## config.mk

```make
export PLATFORM = sky130hd
export DESIGN_NAME = if_id_reg
export DESIGN_NICKNAME = d
export VERILOG_FILES = /design/src/rtl/if_id_reg_pkg.sv /design/src/rtl/if_id_reg.sv
export SDC_FILE = /design/constraint.sdc
export NUM_CORES = 1
export LEC_CHECK = 0
export ABC_CLOCK_PERIOD_IN_PS = 6050
export CAP_MARGIN = 20
export CORE_ASPECT_RATIO = 0.6
export CORE_MARGIN = 2
export CORE_UTILIZATION = 30
export DETAILED_ROUTE_END_ITERATION = 10
export PLACE_DENSITY_LB_ADDON = 0.25
export SLEW_MARGIN = 10
export SYNTH_ARGS = -nofsm -noshare
export SYNTH_HDL_FRONTEND = slang
export SYNTH_SLANG_ARGS = --single-unit
```

## constraint.sdc

```tcl
create_clock -name i_clk -period 6.05 [get_ports i_clk]
set_clock_uncertainty 0.1 [all_clocks]
set_input_delay 1.21 -clock i_clk [delete_from_list [all_inputs] [get_ports i_clk]]
set_output_delay 1.21 -clock i_clk [all_outputs]
set_load 0.005 [all_outputs]
```

## src/rtl/if_id_reg_pkg.sv

```systemverilog
// Shared pipeline constants: the bubble instruction, the reset PC and the
// encoding of the stage-register occupancy FSM. The ID/EX and later stage
// registers import this package too.
package if_id_reg_pkg;

  // addi x0,x0,0 -- the canonical RISC-V no-op inserted as a bubble
  localparam logic [31:0] PIPE_NOP_INSTR = 32'h0000_0013;

  // PC presented by a stage register while it is held in reset
  localparam logic [31:0] PIPE_RESET_PC  = 32'h0000_0000;

  // Stage-register occupancy: empty, live from memory, or frozen copy
  typedef enum logic [1:0] {
    ST_BUBBLE = 2'd0,
    ST_RUN    = 2'd1,
    ST_HOLD   = 2'd2
  } pipe_state_e;

endpackage : if_id_reg_pkg

```

## src/rtl/if_id_reg.sv

```systemverilog
// IF/ID pipeline register. The instruction memory is synchronous, so the
// instruction belonging to the captured PC only arrives one cycle later and
// is forwarded combinationally in RUN. When decode stalls, that data is no
// longer guaranteed stable, so the first stall edge snapshots it into a
// local hold register that feeds o_instr for the rest of the stall.
module if_id_reg
  import if_id_reg_pkg::*;
#(
  parameter logic [31:0] NOP_INSTR = PIPE_NOP_INSTR,
  parameter logic [31:0] RESET_PC  = PIPE_RESET_PC
) (
  input  logic        i_clk,
  input  logic        i_rst,
  input  logic [31:0] i_PC,
  input  logic [31:0] i_inc_pc,
  input  logic [31:0] i_imem_rdata,
  input  logic        i_stall,
  input  logic        i_flush,
  output logic [31:0] o_PC,
  output logic [31:0] o_inc_pc,
  output logic [31:0] o_instr,
  output logic        o_valid
);

  pipe_state_e state_r;
  pipe_state_e state_nxt;

  logic [31:0] pc_r;
  logic [31:0] inc_pc_r;
  logic [31:0] hold_instr_r;
  logic        hold_valid_r;
  logic        valid_r;

  logic        capture_pc_s;
  logic        capture_hold_s;
  logic        clear_hold_s;

  // FSM state register; reset drops any in-flight or held instruction
  always_ff @(posedge i_clk or posedge i_rst) begin
    if (i_rst) begin
      state_r <= ST_BUBBLE;
    end else begin
      state_r <= state_nxt;
    end
  end

  // Next state with priority flush > stall > advance
  always_comb begin
    state_nxt = state_r;
    if (i_flush) begin
      state_nxt = ST_BUBBLE;
    end else if (i_stall) begin
      case (state_r)
        ST_BUBBLE: state_nxt = ST_BUBBLE;
        ST_RUN:    state_nxt = ST_HOLD;
        ST_HOLD:   state_nxt = ST_HOLD;
        default:   state_nxt = ST_BUBBLE;
      endcase
    end else begin
      state_nxt = ST_RUN;
    end
  end

  // FSM outputs: capture strobes and the instruction source for decode
  always_comb begin
    capture_pc_s   = 1'b0;
    capture_hold_s = 1'b0;
    clear_hold_s   = 1'b0;
    o_instr        = NOP_INSTR;
    if (i_flush) begin
      capture_pc_s = 1'b1;
      clear_hold_s = 1'b1;
    end else if (i_stall) begin
      capture_hold_s = (state_r == ST_RUN);
    end else begin
      capture_pc_s = 1'b1;
      clear_hold_s = 1'b1;
    end
    case (state_r)
      ST_BUBBLE: o_instr = NOP_INSTR;
      ST_RUN:    o_instr = i_imem_rdata;
      ST_HOLD:   o_instr = hold_valid_r ? hold_instr_r : NOP_INSTR;
      default:   o_instr = NOP_INSTR;
    endcase
  end

  // Registered valid flag, updated in lockstep with the state register
  always_ff @(posedge i_clk or posedge i_rst) begin
    if (i_rst) begin
      valid_r <= 1'b0;
    end else begin
      valid_r <= (state_nxt != ST_BUBBLE);
    end
  end

  // PC pair of the decode slot; the incremented PC is captured, never recomputed
  always_ff @(posedge i_clk or posedge i_rst) begin
    if (i_rst) begin
      pc_r     <= RESET_PC;
      inc_pc_r <= RESET_PC + 32'd4;
    end else if (capture_pc_s) begin
      pc_r     <= i_PC;
      inc_pc_r <= i_inc_pc;
    end else begin
      pc_r     <= pc_r;
      inc_pc_r <= inc_pc_r;
    end
  end

  // Hold register: snapshot memory data on the first stall edge out of RUN
  always_ff @(posedge i_clk or posedge i_rst) begin
    if (i_rst) begin
      hold_instr_r <= NOP_INSTR;
      hold_valid_r <= 1'b0;
    end else if (capture_hold_s) begin
      hold_instr_r <= i_imem_rdata;
      hold_valid_r <= 1'b1;
    end else if (clear_hold_s) begin
      hold_instr_r <= hold_instr_r;
      hold_valid_r <= 1'b0;
    end else begin
      hold_instr_r <= hold_instr_r;
      hold_valid_r <= hold_valid_r;
    end
  end

  assign o_PC     = pc_r;
  assign o_inc_pc = inc_pc_r;
  assign o_valid  = valid_r;

endmodule : if_id_reg

```

## After elaboration in Yosys (flattened, before gate mapping)

Cells that the tools add are included.

| word-level totals | value |
|---|---|
| output and inout port bits | 97 |
| bits in registers | 100 |
| input bits | 100 |

| cells by class | value |
|---|---|
| mux-type cells | 11 |
| reduce and logical (&&, ||, !) cells | 3 |
| equality and inequality tests | 2 |

Operators with widths:

| cell | count |
|---|---|
| $pmux W32 S2 | 1 |
| $mux W32 | 1 |
| $mux W1 | 6 |
| $mux W2 | 3 |
| $reduce_bool A2 Y1 | 2 |
| $eq A2 B1 Y1 const B | 1 |
| $eq A2 B2 Y1 const B | 1 |
| $reduce_or A2 Y1 | 1 |

## Longest topological paths before layout

Gate-level depths: netlist of the first run.

| depth | value |
|---|---|
| depth after elaboration | 6 |
| gate-level depth with buffers | 6 |

## Least setup slack after synthesis of the first run

No wires, ideal clock.

| path | value |
|---|---|
| path kind | in2out |
| start | input port i_imem_rdata[0] |
| end | output port o_instr[0] |
| stages on the path | 1 |
| setup slack | 3194 ps |
| path buffers | 0 |
| data arrival time | 1546 ps |
| required time | 4740 ps |
| cell sequence | a221o_1 |

| on the way | value |
|---|---|
| cells in the longest elaborated chain, start to end | 1 |

Ends and longest elaborated chain:

| what | line | text |
|---|---|---|
| start: declaration | if_id_reg.sv:16 | `input logic [31:0] i_imem_rdata,` |
| $pmux W32 S2 | if_id_reg.sv:79 | `case (state_r)` |
| end: declaration | if_id_reg.sv:21 | `output logic [31:0] o_instr,` |

No other way between the ends.

## Final worst setup path of the first run

Same ends and word-level chain as after synthesis.

==> flow_summary.yaml, run 1 <==
worst_setup_path:
  crit_family: "buffers and inverters"
  crit_buf_inv: 2
  slowest_delay_ns: 0.45
  worst_setup_path_start_kind: "input pin"
  critical_path_class: "in2out"
  cp_data_arrival_time_ns: 2.49
  crit_required_ns: 4.74
  crit_path_cell_trace: "clkdlybuf4s50_1, a221o_1, clkdlybuf4s50_1"
  critPathSlowestCell: "clkdlybuf4s50_1"
  cp-end-kind: "primary output"
  crit_top_cell: "clkdlybuf4s50_1"
  path_max_fanout: 2
clocking:
  cts_tree: "built"
  cts_max_level: 3
  cts-buffers-inserted: 9
  cts-root-buf: "clkbuf_16"
  cts_buffer_depth: 2
  cts_setup_buffers: 0
  path_clk_slew_ns: 0.07
  cts_resized: 0
  worstSkewPairLatency_ns: 0.33
  cts-hold-fix-buffers: 0
  cts_sinks: 100
sta:
  finalCritPeriodShare_pct: 62.8
  fin_setup_tns_ns: 0
  rsz0062_at_grt: "false"
  tightest_slew_ns: 0.902
  relSlewSlack_pct: 39.5
  clock.fmax_mhz: 263
  finalCriticalPeriod_ns: 3.80
  setup_violations: 0
  finalHoldViolations: 0
  slew_violations: 0
cells_and_area:
  syn_to_final_growth_pct: 58.0
  antenna_cells: 0
  final_cells: 682
  finalNetCount: 588
  drive_gt1_share_pct: 25.1
  fillCellCount: 1213
synthesis:
  syn_nets: 400
  synth.avg_cell_area_um2: 14.2
  yosys_warnings: 0
  yosysSeqAreaShare_pct: 59.4
  netlist_area_um2: 4220
  synthDistinctLibCells: 14
  netlist_instances: 297
  ys_seq_elements: 100
floorplanning:
  initial_utilization_pct: 30.8
  core-area_um2: 13700
  fp-row-count: 33
  ios: 197
  fp.dieW_um: 157
  die_h_um: 95.9
  die-area_um2: 15100
drt:
  detailroute.via_count: 3129
  first_iter_violations: 129
  ant_nets: 0
  viasPerCell: 4.59
  wl_per_cell_um: 16.2
  dr.pass1.iters: 4
  routed_wl_um: 11000
  drc: 0
min_path:
  hold_class: "reg2reg"
power_and_ir_drop:
  irDropWorstVdd_v: 0.000136
  leakagePower_uw: 0.00265
  p_per_area_nw_per_um2: 250
grt:
  grt_pass1_wl_um: 17300
  grt.overflow.total: 0
  grt_pass1_vias: 3298
  track_usage_pct: 15.0
  antenna_found_initial: 0
  grt_max_degree: 67
run:
  cap_violations: 0
placement:
  hpwl_um: 7630
  io_buffers: 196
  place_inst: 663
  place.gp.congestion: 0.676
outcome:
  status: "finished clean"
-- where the power goes --
group	internal (uW)	switching (uW)
clock	304	249
sequential	760	43.4
combinational	211	102
total	1280	394
-- cells by family after synthesis --
family                     count (synthesis)  share of synthesized area (%)
adders and majority gates                  3                          0.889
buffers and inverters                     27                           3.50
DFF                                      100                           59.4
AOI/OAI and AO/OA                         33                           6.84
and+or+nand+nor                           38                           3.79
muxes                                     96                           25.6
-- Yosys cell counts --
cell,instances,area (um^2)
a32oi_1,29,254
a221o_1,3,30.0
nand2b_1,4,25.0
dfrtp_1,96,2400
mux2_2,96,1080
nand3b_2,1,11.3
a21oi_1,1,5.00
dfstp_2,4,105
buf_6,5,56.3
clkbuf_1,12,45.0
inv_1,3,11.3
buf_2,7,35.0
nor2_1,33,124
ha_1,3,37.5
-- per-stage QoR --
step                worst slack, ns  utilization [%]  hold slack (ns)  total power, uW  area, um^2
floorplan                      2.13                -            0.380              942        4220
global placement               2.25             46.1            0.388             1120        6310
detailed placement             2.24             46.1            0.394             1130        6310
CTS                            2.05             48.2            0.410             1690        6600
global route                   2.20             48.7            0.416             1770        6670
finish                         2.25             48.7            0.407             1670        6670
-- final cells by class --
class / instances / area, um^2 / area share (%)
repair buffers: 201 / 2050 / 30.7
well taps: 192 / 240 / 3.60
multi-input cells: 170 / 1580 / 23.6
inverters: 3 / 13.8 / 0.206
flip-flops and latches: 100 / 2510 / 37.6
clock buffers: 12 / 256 / 3.84
clock inverters: 4 / 33.8 / 0.506
-- layout by cell type (no fill, tap or decap), drive strengths merged, types with 3 or more instances in the layout --
master	Yosys	layout
dfrtp	96	96
clkinv	0	3
clkdlybuf4s50	0	196
inv	3	3
a32oi	29	29
nand2b	4	4
clkbuf	12	12
nor2	33	33
ha	3	3
buf	12	5
dfstp	4	4
mux2	96	96
a221o	3	3
-- registers in the layout, summed over array words and instances, names as in the netlist --
signal / cells
hold_instr_r: 32
state_r: 2
o_inc_pc: 32
o_PC: 32
hold_valid_r: 1
o_valid: 1
-- worst paths after layout --
path                             startpoint          endpoint  slack (ns)  cells past startpoint
setup / recovery            i_imem_rdata[0]        o_instr[0]        2.25                      3
hold / removal             hold_instr_r[26]  hold_instr_r[26]        0.41                      1
setup reg to reg                 state_r[1]   hold_instr_r[2]        3.60                      5
hold reg to reg            hold_instr_r[26]  hold_instr_r[26]        0.41                      1
max in group asynchronous             i_rst   hold_instr_r[5]        3.53                      3
min in group asynchronous             i_rst      o_inc_pc[30]        1.20                      2
-- worst register-to-register path: cells and delay by family (launching register included) --
kind                       cells  cell delay (ns)
muxes                          1             0.56
adders and majority gates      1             0.13
buffers and inverters          2             0.41
and+or+nand+nor                1             0.73
DFF                            1             0.40
-- routing by layer --
metal	vias up	share of wire (%)	track usage, %	wire length [um]
met4	0	0.96	3.79	106
met1	1529	46	20.0	5120
met3	13	9.4	6.71	1040
li1	1457	-	-	-
met2	130	43	22.2	4770
met5	-	0	0	0
No activity file was read; power rests on OpenSTA's default activity.
==> inputs of run 2 (changes only) <==
--- a/config.mk
+++ b/config.mk
@@ -5,7 +5,7 @@
 export SDC_FILE = /design/constraint.sdc
 export NUM_CORES = 1
 export LEC_CHECK = 0
-export ABC_CLOCK_PERIOD_IN_PS = 6050
+export ABC_CLOCK_PERIOD_IN_PS = 3300
 export CAP_MARGIN = 20
 export CORE_ASPECT_RATIO = 0.6
 export CORE_MARGIN = 2
==> constraint.sdc (replaced) <==
create_clock -name i_clk -period 3.3 [get_ports i_clk]
set_clock_uncertainty 0.1 [all_clocks]
set_input_delay 0.66 -clock i_clk [delete_from_list [all_inputs] [get_ports i_clk]]
set_output_delay 0.66 -clock i_clk [all_outputs]
set_load 0.005 [all_outputs]
==> run 2 against run 1 <==
Net effect: core utilization fell by 0.055 points; register-to-register slack got worse by 2.8 ns; die area did not move; power rose by 84%; critical endpoint is now o_instr[25]; via count stayed put; flip-flop and latch count did not move; sequential power up 83%.
==> flow_summary.yaml, run 2 (same netlist as run 1, synthesis figures left out) <==
cells_and_area:
  drive_gt1_share_pct: 25.6
  syn_to_final_growth_pct: 57.9
  final_cell_mix: "clkdlybuf4s50_1, mux2_2, dfrtp_1, nor2_1, a32oi_1"
  final_cells: 684
  finalNetCount: 590
  antenna_cells: 0
  finish.instance_area_um2: 6670
  fillCellCount: 1224
  final_common_cell: "clkdlybuf4s50_1"
outcome:
  status: "finished clean"
worst_setup_path:
  critical_path_class: "reg2out"
  cp-end-kind: "primary output"
  cp_data_arrival_time_ns: 2.29
  worst_setup_path_start_kind: "flip-flop"
  r2r_cells: 5
  crit_required_ns: 2.54
  path_max_fanout: 17
clocking:
  cts_buffer_depth: 2
  cts_resized: 0
  cts_tree: "built"
  cts_sinks: 100
  cts_max_level: 3
  cts-root-buf: "clkbuf_16"
  cts-hold-fix-buffers: 0
  cts-buffers-inserted: 9
  path_clk_slew_ns: 0.07
  worstSkewPairLatency_ns: 0.33
  cts_setup_buffers: 0
floorplanning:
  fp.dieW_um: 157
  die_h_um: 95.9
  die-area_um2: 15100
  core-area_um2: 13700
  initial_utilization_pct: 30.8
  ios: 197
  fp-row-count: 33
sta:
  finalCritPeriodShare_pct: 92.5
  worst_hold_slack_ns: 0.405
  fin_setup_tns_ns: 0
  relSlewSlack_pct: 38.9
  finalCriticalPeriod_ns: 3.05
  clock.fmax_mhz: 328
  fin_ws_ns: 0.248
  setup_violations: 0
  tightest_slew_ns: 0.911
  rsz0062_at_grt: "false"
  finalHoldViolations: 0
  slew_violations: 0
grt:
  grt_pass1_vias: 3277
  grt_max_degree: 101
  grt.overflow.total: 0
  grt_pass1_wl_um: 17600
  track_usage_pct: 15.0
  antenna_found_initial: 0
power_and_ir_drop:
  sw_frac_of_total_pct: 24.5
  irDropWorstVdd_v: 0.000246
  leakagePower_uw: 0.00264
  intPower_uw: 2330
  p_per_area_nw_per_um2: 462
  p_comb_share_pct: 18.6
  pwr-share-clk_pct: 33.6
  switching_power_uw: 753
  seq_power_share_pct: 47.8
placement:
  place_inst: 668
  dp_slack_ns: 0.580
  hpwl_um: 7640
  place.gp.congestion: 0.736
  placed_area_um2: 6370
  io_buffers: 196
drt:
  drc: 0
  viasPerCell: 4.57
  wl_per_cell_um: 16.1
  detailroute.via_count: 3129
  routed_wl_um: 11000
  ant_nets: 0
  first_iter_violations: 170
  dr.pass1.iters: 5
min_path:
  whs_path_depth: 1
  hold_class: "reg2reg"
run:
  cap_violations: 0
[run 2: final cells by class]
class,instances,area (um^2),area share (%)
timing repair buffer,203,2040,30.6
tap,192,240,3.60
clock buffer,10,239,3.58
inverter,3,15.0,0.225
clock inverter,6,55.1,0.826
sequential,100,2510,37.6
multi-input combinational,170,1570,23.6
[run 2: path summary, 6_finish.rpt]
check | from | to | slack [ns]
setup / recovery | state_r[0] | o_instr[25] | 0.25
hold / removal | o_inc_pc[9] | o_inc_pc[9] | 0.40
setup reg to reg | state_r[1] | hold_instr_r[13] | 0.84
hold reg to reg | o_inc_pc[9] | o_inc_pc[9] | 0.40
max in group asynchronous | i_rst | o_inc_pc[9] | 1.93
min in group asynchronous | i_rst | o_PC[23] | 0.67
[run 2: routing by layer]
layer	part of all wire (%)	track usage, %
met5	0	0
met4	0.55	3.26
met3	9.8	6.44
met2	43	21.6
met1	47	20.9
[run 2: power by group through the flow]
stage,registers [uW],clock network [uW],logic (uW)
floorplan,1490,0,240
global placement,1490,0,565
detailed placement,1500,0,580
CTS,1470,1080,582
global route,1500,1130,622
finish,1470,1030,573
[run 2: critical path: stages, from the launching register on]
cell and delay (ns):
dfrtp_1 0.35, inv_1 0.06, ha_1 0.69, buf_4 0.32
nor2_1 0.07, clkdlybuf4s50_1 0.47
[run 2: stage by stage]
step	utilization (%)	total power (uW)
after floorplan	-	1730
after detailed placement	46.5	2080
after global placement	46.5	2050
after CTS	48.6	3140
after global routing	48.6	3250
final	48.6	3080
